## src/rtl/ps2_keyboard_hack_if.sv

```systemverilog
// rtl/ps2_keyboard_hack_if.sv - PS/2 line inputs and Hack keyboard word outputs
interface ps2_keyboard_hack_if;
    logic        ps2_clk;
    logic        ps2_data;
    logic [15:0] key_code;
    logic        key_strobe;
    logic        frame_err;

    modport master (
        output ps2_clk,
        output ps2_data,
        input  key_code,
        input  key_strobe,
        input  frame_err
    );

    modport slave (
        input  ps2_clk,
        input  ps2_data,
        output key_code,
        output key_strobe,
        output frame_err
    );
endinterface

```

## src/rtl/ps2_keyboard_hack.sv

```systemverilog
// rtl/ps2_keyboard_hack.sv - PS/2 Set-2 receiver and decoder producing the Hack keyboard word
module ps2_keyboard_hack #(
    parameter int FILTER_LEN     = 4,
    parameter int TIMEOUT_CYCLES = 50000
) (
    input  logic                 clk,
    input  logic                 rst_n,
    ps2_keyboard_hack_if.slave   kb
);
    localparam int FW = $clog2(FILTER_LEN + 1);
    localparam int TW = $clog2(TIMEOUT_CYCLES + 1);

    typedef enum logic [1:0] {IDLE, DATA, PARITY, STOP} state_t;

    logic [1:0]    clk_sync, data_sync;
    logic [FW-1:0] clk_cnt, data_cnt;
    logic          clk_f, data_f, clk_f_q;
    logic          fall;

    state_t        state, state_nxt;
    logic [2:0]    bit_cnt;
    logic [7:0]    rx_byte;
    logic          parity_ok;
    logic [TW-1:0] timer;
    logic          timeout, deliver, err_now;

    logic          ext, brk, shift;
    logic [15:0]   key_code_q;
    logic          key_strobe_q, frame_err_q;
    logic [15:0]   lut_code;

    // Lines idle high, so synchronisers and filters reset to 1
    always_ff @(posedge clk or negedge rst_n) begin
        if (!rst_n) begin
            clk_sync  <= 2'b11;
            data_sync <= 2'b11;
            clk_cnt   <= '0;
            data_cnt  <= '0;
            clk_f     <= 1'b1;
            data_f    <= 1'b1;
            clk_f_q   <= 1'b1;
        end else begin
            clk_sync  <= {clk_sync[0], kb.ps2_clk};
            data_sync <= {data_sync[0], kb.ps2_data};
            clk_f_q   <= clk_f;
            if (clk_sync[1] != clk_f) begin
                if (clk_cnt == FW'(FILTER_LEN - 1)) begin
                    clk_f   <= clk_sync[1];
                    clk_cnt <= '0;
                end else begin
                    clk_cnt <= clk_cnt + 1'b1;
                end
            end else begin
                clk_cnt <= '0;
            end
            if (data_sync[1] != data_f) begin
                if (data_cnt == FW'(FILTER_LEN - 1)) begin
                    data_f   <= data_sync[1];
                    data_cnt <= '0;
                end else begin
                    data_cnt <= data_cnt + 1'b1;
                end
            end else begin
                data_cnt <= '0;
            end
        end
    end

    assign fall    = clk_f_q & ~clk_f;
    assign timeout = (state != IDLE) && !fall && (timer == TW'(TIMEOUT_CYCLES - 1));

    always_ff @(posedge clk or negedge rst_n) begin
        if (!rst_n) state <= IDLE;
        else        state <= state_nxt;
    end

    always_comb begin
        state_nxt = state;
        if (timeout) begin
            state_nxt = IDLE;
        end else if (fall) begin
            case (state)
                IDLE:    if (!data_f) state_nxt = DATA;
                DATA:    if (bit_cnt == 3'd7) state_nxt = PARITY;
                PARITY:  state_nxt = STOP;
                default: state_nxt = IDLE;
            endcase
        end
    end

    always_comb begin
        deliver = fall && (state == STOP) && parity_ok && data_f;
        err_now = timeout
               || (fall && (state == IDLE) && data_f)
               || (fall && (state == STOP) && !(parity_ok && data_f));
    end

    always_ff @(posedge clk or negedge rst_n) begin
        if (!rst_n) begin
            timer       <= '0;
            bit_cnt     <= '0;
            rx_byte     <= '0;
            parity_ok   <= 1'b0;
            frame_err_q <= 1'b0;
        end else begin
            frame_err_q <= err_now;
            if (state == IDLE || fall) timer <= '0;
            else                       timer <= timer + 1'b1;
            if (fall) begin
                case (state)
                    IDLE:    bit_cnt <= '0;
                    DATA: begin
                        rx_byte <= {data_f, rx_byte[7:1]};
                        bit_cnt <= bit_cnt + 1'b1;
                    end
                    PARITY:  parity_ok <= ^{rx_byte, data_f};
                    default: ;
                endcase
            end
        end
    end

    function automatic logic [15:0] lookup(input logic e, input logic [7:0] b, input logic sh);
        logic [15:0] c;
        c = '0;
        if (e) begin
            case (b)
                8'h6B: c = 16'd130;  8'h75: c = 16'd131;
                8'h74: c = 16'd132;  8'h72: c = 16'd133;
                8'h6C: c = 16'd134;  8'h69: c = 16'd135;
                8'h7D: c = 16'd136;  8'h7A: c = 16'd137;
                8'h70: c = 16'd138;  8'h71: c = 16'd139;
                default: c = '0;
            endcase
        end else begin
            case (b)
                8'h1C: c = 16'd97;   8'h32: c = 16'd98;   8'h21: c = 16'd99;
                8'h23: c = 16'd100;  8'h24: c = 16'd101;  8'h2B: c = 16'd102;
                8'h34: c = 16'd103;  8'h33: c = 16'd104;  8'h43: c = 16'd105;
                8'h3B: c = 16'd106;  8'h42: c = 16'd107;  8'h4B: c = 16'd108;
                8'h3A: c = 16'd109;  8'h31: c = 16'd110;  8'h44: c = 16'd111;
                8'h4D: c = 16'd112;  8'h15: c = 16'd113;  8'h2D: c = 16'd114;
                8'h1B: c = 16'd115;  8'h2C: c = 16'd116;  8'h3C: c = 16'd117;
                8'h2A: c = 16'd118;  8'h1D: c = 16'd119;  8'h22: c = 16'd120;
                8'h35: c = 16'd121;  8'h1A: c = 16'd122;
                8'h45: c = 16'd48;   8'h16: c = 16'd49;   8'h1E: c = 16'd50;
                8'h26: c = 16'd51;   8'h25: c = 16'd52;   8'h2E: c = 16'd53;
                8'h36: c = 16'd54;   8'h3D: c = 16'd55;   8'h3E: c = 16'd56;
                8'h46: c = 16'd57;   8'h29: c = 16'd32;
                8'h5A: c = 16'd128;  8'h66: c = 16'd129;  8'h76: c = 16'd140;
                8'h05: c = 16'd141;  8'h06: c = 16'd142;  8'h04: c = 16'd143;
                8'h0C: c = 16'd144;  8'h03: c = 16'd145;  8'h0B: c = 16'd146;
                8'h83: c = 16'd147;  8'h0A: c = 16'd148;  8'h01: c = 16'd149;
                8'h09: c = 16'd150;  8'h78: c = 16'd151;  8'h07: c = 16'd152;
                default: c = '0;
            endcase
            // Only letters take the shifted (upper-case) form
            if (sh && c >= 16'd97 && c <= 16'd122) c = c - 16'd32;
        end
        return c;
    endfunction

    assign lut_code = lookup(ext, rx_byte, shift);

    always_ff @(posedge clk or negedge rst_n) begin
        if (!rst_n) begin
            ext          <= 1'b0;
            brk          <= 1'b0;
            shift        <= 1'b0;
            key_code_q   <= '0;
            key_strobe_q <= 1'b0;
        end else begin
            key_strobe_q <= 1'b0;
            if (deliver) begin
                if (rx_byte == 8'hE0) begin
                    ext <= 1'b1;
                end else if (rx_byte == 8'hF0) begin
                    brk <= 1'b1;
                end else begin
                    ext <= 1'b0;
                    brk <= 1'b0;
                    if (!ext && (rx_byte == 8'h12 || rx_byte == 8'h59)) begin
                        shift <= ~brk;
                    end else if (lut_code != '0) begin
                        // A break only clears the word if it releases the latest key
                        if (brk) begin
                            if (lut_code == key_code_q) begin
                                key_code_q   <= '0;
                                key_strobe_q <= 1'b1;
                            end
                        end else if (lut_code != key_code_q) begin
                            key_code_q   <= lut_code;
                            key_strobe_q <= 1'b1;
                        end
                    end
                end
            end
        end
    end

    assign kb.key_code   = key_code_q;
    assign kb.key_strobe = key_strobe_q;
    assign kb.frame_err  = frame_err_q;
endmodule

```

## src/flat_wrapper.sv

```systemverilog
// flat-port wrapper written by rule: the top's interface ports become plain ports
module ps2_keyboard_hack_flat 
#(
    parameter int FILTER_LEN     = 4,
    parameter int TIMEOUT_CYCLES = 50000
)
  (clk, rst_n, kb_ps2_clk, kb_ps2_data, kb_key_code, kb_key_strobe, kb_frame_err);
  ps2_keyboard_hack_if kb_i ();
  input  logic clk;
  input  logic rst_n;
  input wire logic [$bits(kb_i.ps2_clk)-1:0] kb_ps2_clk;
  input wire logic [$bits(kb_i.ps2_data)-1:0] kb_ps2_data;
  output wire logic [$bits(kb_i.key_code)-1:0] kb_key_code;
  output wire logic [$bits(kb_i.key_strobe)-1:0] kb_key_strobe;
  output wire logic [$bits(kb_i.frame_err)-1:0] kb_frame_err;
  assign kb_i.ps2_clk = kb_ps2_clk;
  assign kb_i.ps2_data = kb_ps2_data;
  assign kb_key_code = kb_i.key_code;
  assign kb_key_strobe = kb_i.key_strobe;
  assign kb_frame_err = kb_i.frame_err;
  ps2_keyboard_hack #(.FILTER_LEN(FILTER_LEN), .TIMEOUT_CYCLES(TIMEOUT_CYCLES)) u_core (.clk(clk), .rst_n(rst_n), .kb(kb_i));
endmodule
```

## config.mk

```make
export PLATFORM = sky130hd
export DESIGN_NAME = ps2_keyboard_hack_flat
export DESIGN_NICKNAME = d
export VERILOG_FILES = /design/src/rtl/ps2_keyboard_hack_if.sv /design/src/rtl/ps2_keyboard_hack.sv /design/src/flat_wrapper.sv
export SDC_FILE = /design/constraint.sdc
export NUM_CORES = 1
export LEC_CHECK = 0
export ABC_AREA = 0
export CORE_ASPECT_RATIO = 1.25
export CORE_UTILIZATION = 55
export DETAILED_ROUTE_END_ITERATION = 6
export GPL_ROUTABILITY_DRIVEN = 0
export HOLD_SLACK_MARGIN = 0.03
export PLACE_DENSITY = 0.83
export SLEW_MARGIN = 20
export SYNTH_ARGS = -nofsm -noshare
export SYNTH_HDL_FRONTEND = slang
export SYNTH_SLANG_ARGS = --single-unit
```

## constraint.sdc

```tcl
create_clock -name clk -period 4.4 [get_ports clk]
set_input_delay 0.44 -clock clk [delete_from_list [all_inputs] [get_ports clk]]
set_output_delay 0.44 -clock clk [all_outputs]
set_load 0.005 [all_outputs]
```

Word-level counts from Yosys, hierarchy flattened

Memory sizes are Yosys's and may differ from the RTL's.
Cells that the tools add are included.

Multiplexer cells: 29
Bitwise gates (word level): 6
Reduce and logical (&&, ||, !) cells: 36
$add $sub $neg: 5
Magnitude comparators: 2
Equality and inequality tests: 29

Operator list:

| operator                                                                             | number |
|---|---|
| 16-bit 2-to-1 mux                                                                    | 7 |
| 8-bit by 7-bit == test with 1-bit output, second input constant                      | 11 |
| 8-bit one-hot mux with 10 select lines                                               | 1 |
| 16-bit by 1-bit adder with 16-bit output, second input constant                      | 1 |
| 16-bit == test                                                                       | 1 |
| 16-bit == test, second input constant                                                | 1 |
| 8-bit == test, second input constant                                                 | 2 |
| 16-bit by 7-bit greater-or-equal comparator with 1-bit output, second input constant | 1 |
| 16-bit by 7-bit <= comparator with 1-bit output, second input constant               | 1 |
| 16-bit inequality test                                                               | 1 |
| 16-bit nonzero test                                                                  | 1 |
| 16-bit by 6-bit subtractor with 16-bit output, second input constant                 | 1 |
| 2-bit AND reduction                                                                  | 7 |
| 1-bit logical AND                                                                    | 12 |
| 3-bit 2-to-1 mux                                                                     | 4 |
| 1-bit 2-to-1 mux                                                                     | 11 |
| 3-bit by 1-bit adder with 3-bit output, second input constant                        | 3 |
| 9-bit parity                                                                         | 1 |
| 8-bit by 5-bit == test with 1-bit output, second input constant                      | 1 |
| 2-bit 2-to-1 mux                                                                     | 4 |
| 2-bit nonzero test                                                                   | 4 |
| 7-bit AND reduction                                                                  | 1 |
| 3-bit by 2-bit == test with 1-bit output, second input constant                      | 2 |
| 2-bit one-hot mux with 3 select lines                                                | 1 |
| 16 further kinds                                                                     | 27 |

Memories kept: 1
Bits of input ports: 4
ROM bits: 2,048
Output and inout bits: 18
Logic and storage cells: 126
Bits in registers: 64

Memory list:

| memory           | words | bits a word | read ports | clocked after memory_dff | wr ports | RTL line                 | source |
|---|---|---|---|---|---|---|---|
| (name not given) | 256   | 8           | 1          | 0                        | 0        | ps2_keyboard_hack.sv:136 | `case (b)` |

Depth between registers and ports, before layout

An unclocked memory read counts as a cell.

Depth after elaboration: 15
Depth in mapped cells: 22
Mapped depth without buffers: 19

Least setup slack after synthesis

Ideal clock, no wire load.

Kind: flip-flop to flip-flop
Start: reg u_core.rx_byte[0]
End: reg u_core.key_code_q[13] (netlist: u_core.kb.key_code[13])
Required time: 4,336 ps
Clock period less this slack: 4,245 ps
Data arrival time: 4,181 ps
Setup time: 64 ps
Path slack: 155 ps
Cell stages (with the launch flop): 21
Buffers on the path: 2
Cells stage by stage: dfrtp_1 -> clkbuf_1 -> inv_1 -> ha_1 -> or2_0 -> mux4_2 -> o22a_1 -> o211ai_2 -> nand3_1 -> or2_2 -> nand3_1 -> a21oi_1 -> o21ai_0 -> o2111ai_1 -> ha_1 -> nor2_1 -> and3_1 -> clkbuf_1 -> inv_1 -> nor4_1 -> a21o_1

Cells in the longest elaborated chain, start to end: 10
Elaborated cells on any way between the ends: 37
Those cells by class: add/sub (1); order compare (2); eq/ne (17); mux (6); bitwise (3); reduce/logical (7); memory (1)

Ends and longest elaborated chain:

| what                                                                  | RTL line                                           | source |
|---|---|---|
| start: declaration                                                    | ps2_keyboard_hack.sv:22                            | `logic [7:0] rx_byte;` |
| start signal: assignment                                              | ps2_keyboard_hack.sv:113                           | `rx_byte <= {data_f, rx_byte[7:1]};` |
| memory read 256 x 8 bit                                               | -                                                  |  |
| 16-bit 2-to-1 mux                                                     | ps2_keyboard_hack.sv:126                           | `if (e) begin` |
| 16-bit by 7-bit greater-or-equal comparator with 1-bit output         | ps2_keyboard_hack.sv:158                           | `if (sh && c >= 16'd97 && c <= 16'd122) c = c - 16'd32;` |
| 1-bit logical AND (2 in a row)                                        | ps2_keyboard_hack.sv:158                           |  |
| 16-bit 2-to-1 mux                                                     | ps2_keyboard_hack.sv:158                           |  |
| 16-bit 2-to-1 mux                                                     | ps2_keyboard_hack.sv:126                           |  |
| 16-bit == test or 16-bit inequality test (tied branches)              | ps2_keyboard_hack.sv:187, ps2_keyboard_hack.sv:191 |  |
| 2-bit inequality test (no line) or 2-bit nonzero test (tied branches) | -                                                  |  |
| 7-bit AND reduction (no line)                                         | -                                                  |  |
| end signal: assignment                                                | ps2_keyboard_hack.sv:192                           | `key_code_q <= lut_code;` |
| end: declaration                                                      | ps2_keyboard_hack.sv:28                            | `logic [15:0] key_code_q;` |

Parallel ways exist; a longest one is shown, timed or not. The select of a mux whose other input is x is not followed.
A chain may end at the register's enable or synchronous reset.

Final worst setup path

Start: reg u_core.rx_byte[1]
End: reg u_core.key_code_q[13] (netlist: u_core.kb.key_code[13])

The elaborated chain is that of the path after synthesis.

==> impl_metrics.csv <==
group,metric,value,unit
clock_tree,cts_root_buf,"clkbuf_8",
route,vias,3827,
synthesis,synth_edf_count,0,
placed_design,hpwl,7300,um
global_route,overflow,0,
route,ant_nets,0,
synthesis,ys_ff_latch,58,
worst_hold_path,hold_class,"input pin to asynchronous set/reset pin",
clock_tree,path_clk_slew,0.07,ns
floorplanning,start_util,0.5766,
route,drc,0,
critical_path,path_delay_family,"simple AND/OR/NAND/NOR gates",
final_layout,insertedDiodeCount,0,
clock_tree,htree_levels,3,
route,drt_iter0_markers,597,
placed_design,io_buffers,21,
floorplanning,dieArea,0.008212,mm^2
synthesis,ys_seq_area_frac,0.3382,
critical_path,cp_cell_sequence,"buf_4 -> ha_2 -> nor2b_1 -> a211oi_1 -> o221ai_1 -> a41oi_2 -> nand3_1 -> or2_2 -> nand3_1 -> a21oi_1 -> o21ai_1 -> o2111ai_1 -> ha_1 -> nor2_1 -> and3_2 -> inv_1 -> nor4_1 -> a21o_1",
timing,hold_viol,0,
synthesis,synth_cell_type_count,82,
final_layout,final_core_util,0.6348,
synthesis,dominantRegCellSynth,"dfrtp_1",
global_route,antenna_found_initial,0,
final_layout,final_common_cell,"dfrtp_1",
critical_path,max_stage_delay,0.49,ns
clock_tree,cts_inserted_buffers,9,
critical_path,crit_top_cell,"nand3_1",
synthesis,netlist_area,0.004318,mm^2
critical_path,reg2reg_from,"u_core.rx_byte[1]",
synthesis,yosysTopAreaCellShare,0.2956,
floorplanning,num_rows,35,
critical_path,critPathMaxFanout,12,
critical_path,r2r-end,"u_core.kb.key_code[13]",
critical_path,crit_path_top_delay_cell,"a41oi_2",
global_route,grt_pass1_wl,17310,um
timing,finClkSkew,0.01285,ns
power_and_ir_drop,p_per_area,510.3,mW/mm^2
critical_path,worst-path-stages,18,
route,first_pass_iters,5,
timing,fmax,241.2,MHz
route,finalWirelength,10460,um
global_route,met2_usage,0.4228,
outcome,status,"complete, no violations",
global_route,grt_max_degree,59,
timing,tightest_slew,0.7055,ns
timing,setup_viol,0,
global_route,grt-busiest-layer,"met2",
clock_tree,cts.sinks,58,
global_route,grt_pass1_vias,3635,
power_and_ir_drop,total_power,0.002426,W
floorplanning,dieWidth,81.25,um
critical_path,critical_path_buf_inv_count,2,
final_layout,syn_to_final_growth,10.08,%
timing,hold_ws,0.2430,ns
critical_path,worstSetupStartpoint,"u_core.rx_byte[1]",
clock_tree,cts_tree,"done",
timing,finalCritPeriodShare,0.9421,
synthesis,syn_area_per_cell,8.866,um^2
timing,slew_violations,0,
route,viasPerCell,6.432,
critical_path,critPathCapture,"u_core.kb.key_code[13]",
synthesis,yosysTopAreaCell,"dfrtp_1",
final_layout,layout_common_cells,"49 x dfrtp_1, 38 x nand2_1, 37 x nor2_1",
timing,fin_tns_setup,0,ns
synthesis,synth_area_leaders,"dfrtp_1 30%, ha_1 6.1%, dfstp_2 4.3%",
synthesis,synth_nets,512,
clock_tree,postCtsHoldBufs,0,
critical_path,worst_setup_path_end_kind,"flop",
flow_run,cap_violations,0,
power_and_ir_drop,max-vdd-ir-drop,374.3,uV
critical_path,ff2ff_setup_slack,0.25,ns
timing,period_minus_slack,4.145,ns
final_layout,layout-drive-gt1-share,0.1551,
power_and_ir_drop,p_leak,1.949,nW
floorplanning,fp.coreArea,0.007488,mm^2
synthesis,syn_inst,487,
global_route,grt_use_met1,0.3601,
global_route,track_usage,0.2804,
final_layout,finalNetCount,523,
floorplanning,ios,22,
critical_path,crit_type,"flop to flop",
timing,maxSlewHeadroom,0.5297,
critical_path,ff2ff_path_depth,18,
critical_path,cp.arrival,4.43,ns
clock_tree,clk_latency,0.33,ns
floorplanning,die_h,101.1,um
synthesis,yosys_warnings,0,
global_route,grt_use_met3,0.06425,
route,routedWlPerCell,17.58,um
clock_tree,cts_buffer_depth,2,
critical_path,critPathLaunchType,"flop",
critical_path,required,4.68,ns
synthesis,synthArstFlopShare,1.000,
## synthesized netlist by cell type (all sizes together) (4+ instances only)
library cell,instances
a21o,5
a32o,4
a22oi,4
nor2,37
o21ai,29
nand2b,9
nand4,7
a211oi,6
dfstp,7
buf,25
a211o,4
nor3b,5
o22ai,4
xnor2,12
or3,4
clkbuf,13
or2,11
and3,5
xor2,12
mux2,7
nand2,38
mux2i,6
inv,21
a21oi,26
nor3,11
a22o,6
nand3,16
ha,21
and2,6
o211ai,6
a31oi,4
nor2b,14
dfrtp,51
## layer usage
layer | vias up | part of all wire
met3 | 62 | 0.077
met5 | - | 0
met1 | 1798 | 0.40
met4 | 0 | 0.043
li1 | 1775 | -
met2 | 192 | 0.48
## timing repair
item / in CTS / in global routing
setup endpoints to repair: 0 / 10
gates resized for setup: 0 / 14
buffers inserted: 0 / 0
hold endpoints to repair: 0 / 0
## worst min-delay path by stage
| stage | startpoint | endpoint | slack [ns] |
|---|---|---|---|
| floorplan | rst_n | u_core.bit_cnt[0] | 0.14 |
| global placement | u_core.data_sync[0] | u_core.data_sync[1] | 0.35 |
| detailed placement | u_core.data_sync[0] | u_core.data_sync[1] | 0.35 |
| CTS | rst_n | u_core.timer[12] | 0.26 |
| global route | rst_n | u_core.rx_byte[1] | 0.30 |
| finish | rst_n | u_core.data_cnt[1] | 0.24 |
## power by group
group / total (W) / switching [W] / internal [W] / leakage (nW)
clock network: 0.000428 / 0.000210 / 0.000219 / 0.0847
registers: 0.000781 / 0.000147 / 0.000634 / 0.767
logic: 0.00122 / 0.000705 / 0.000511 / 1.10
## per-stage QoR
step | setup WS [ns] | cells | instance area [um^2]
after floorplan | 0.1546 | 487 | 4318
after global placement | 0.2753 | 579 | 4531
after detailed placement | 0.05896 | 579 | 4531
after CTS | 0.04733 | 595 | 4710
after global routing | -0.05414 | 595 | 4753
final | 0.2546 | 595 | 4753
## flip-flops by register name, indices dropped and copies added (netlist names), 2 cells and up
| register | cells |
|---|---|
| u_core.rx_byte | 8 |
| u_core.clk_cnt | 3 |
| u_core.bit_cnt | 3 |
| u_core.timer | 16 |
| u_core.clk_sync | 2 |
| u_core.data_sync | 2 |
| u_core.data_cnt | 3 |
| u_core.state | 2 |
| u_core.kb.key_code | 10 |
## final cells by class
class / count / area (um^2)
clock inverter: 6 / 41.29
tap: 92 / 115.1
fill: 622 / 2735
clock buffer: 10 / 137.6
multi-input combinational: 370 / 2585
inverter: 21 / 78.83
timing repair buffer: 38 / 332.8
sequential: 58 / 1463
## kinds of logic (layout without fill, tap and decap cells)
kind of cell,count (synthesis),in the layout,synth area share
mux,14,14,0.03738
buf+inv,59,75,0.07273
xor+xnor,24,24,0.04868
fa+ha+maj,21,21,0.06085
simple gates,176,176,0.2150
compound gates,135,135,0.2272
flops,58,58,0.3382
Power figures use the tool's default switching activity.
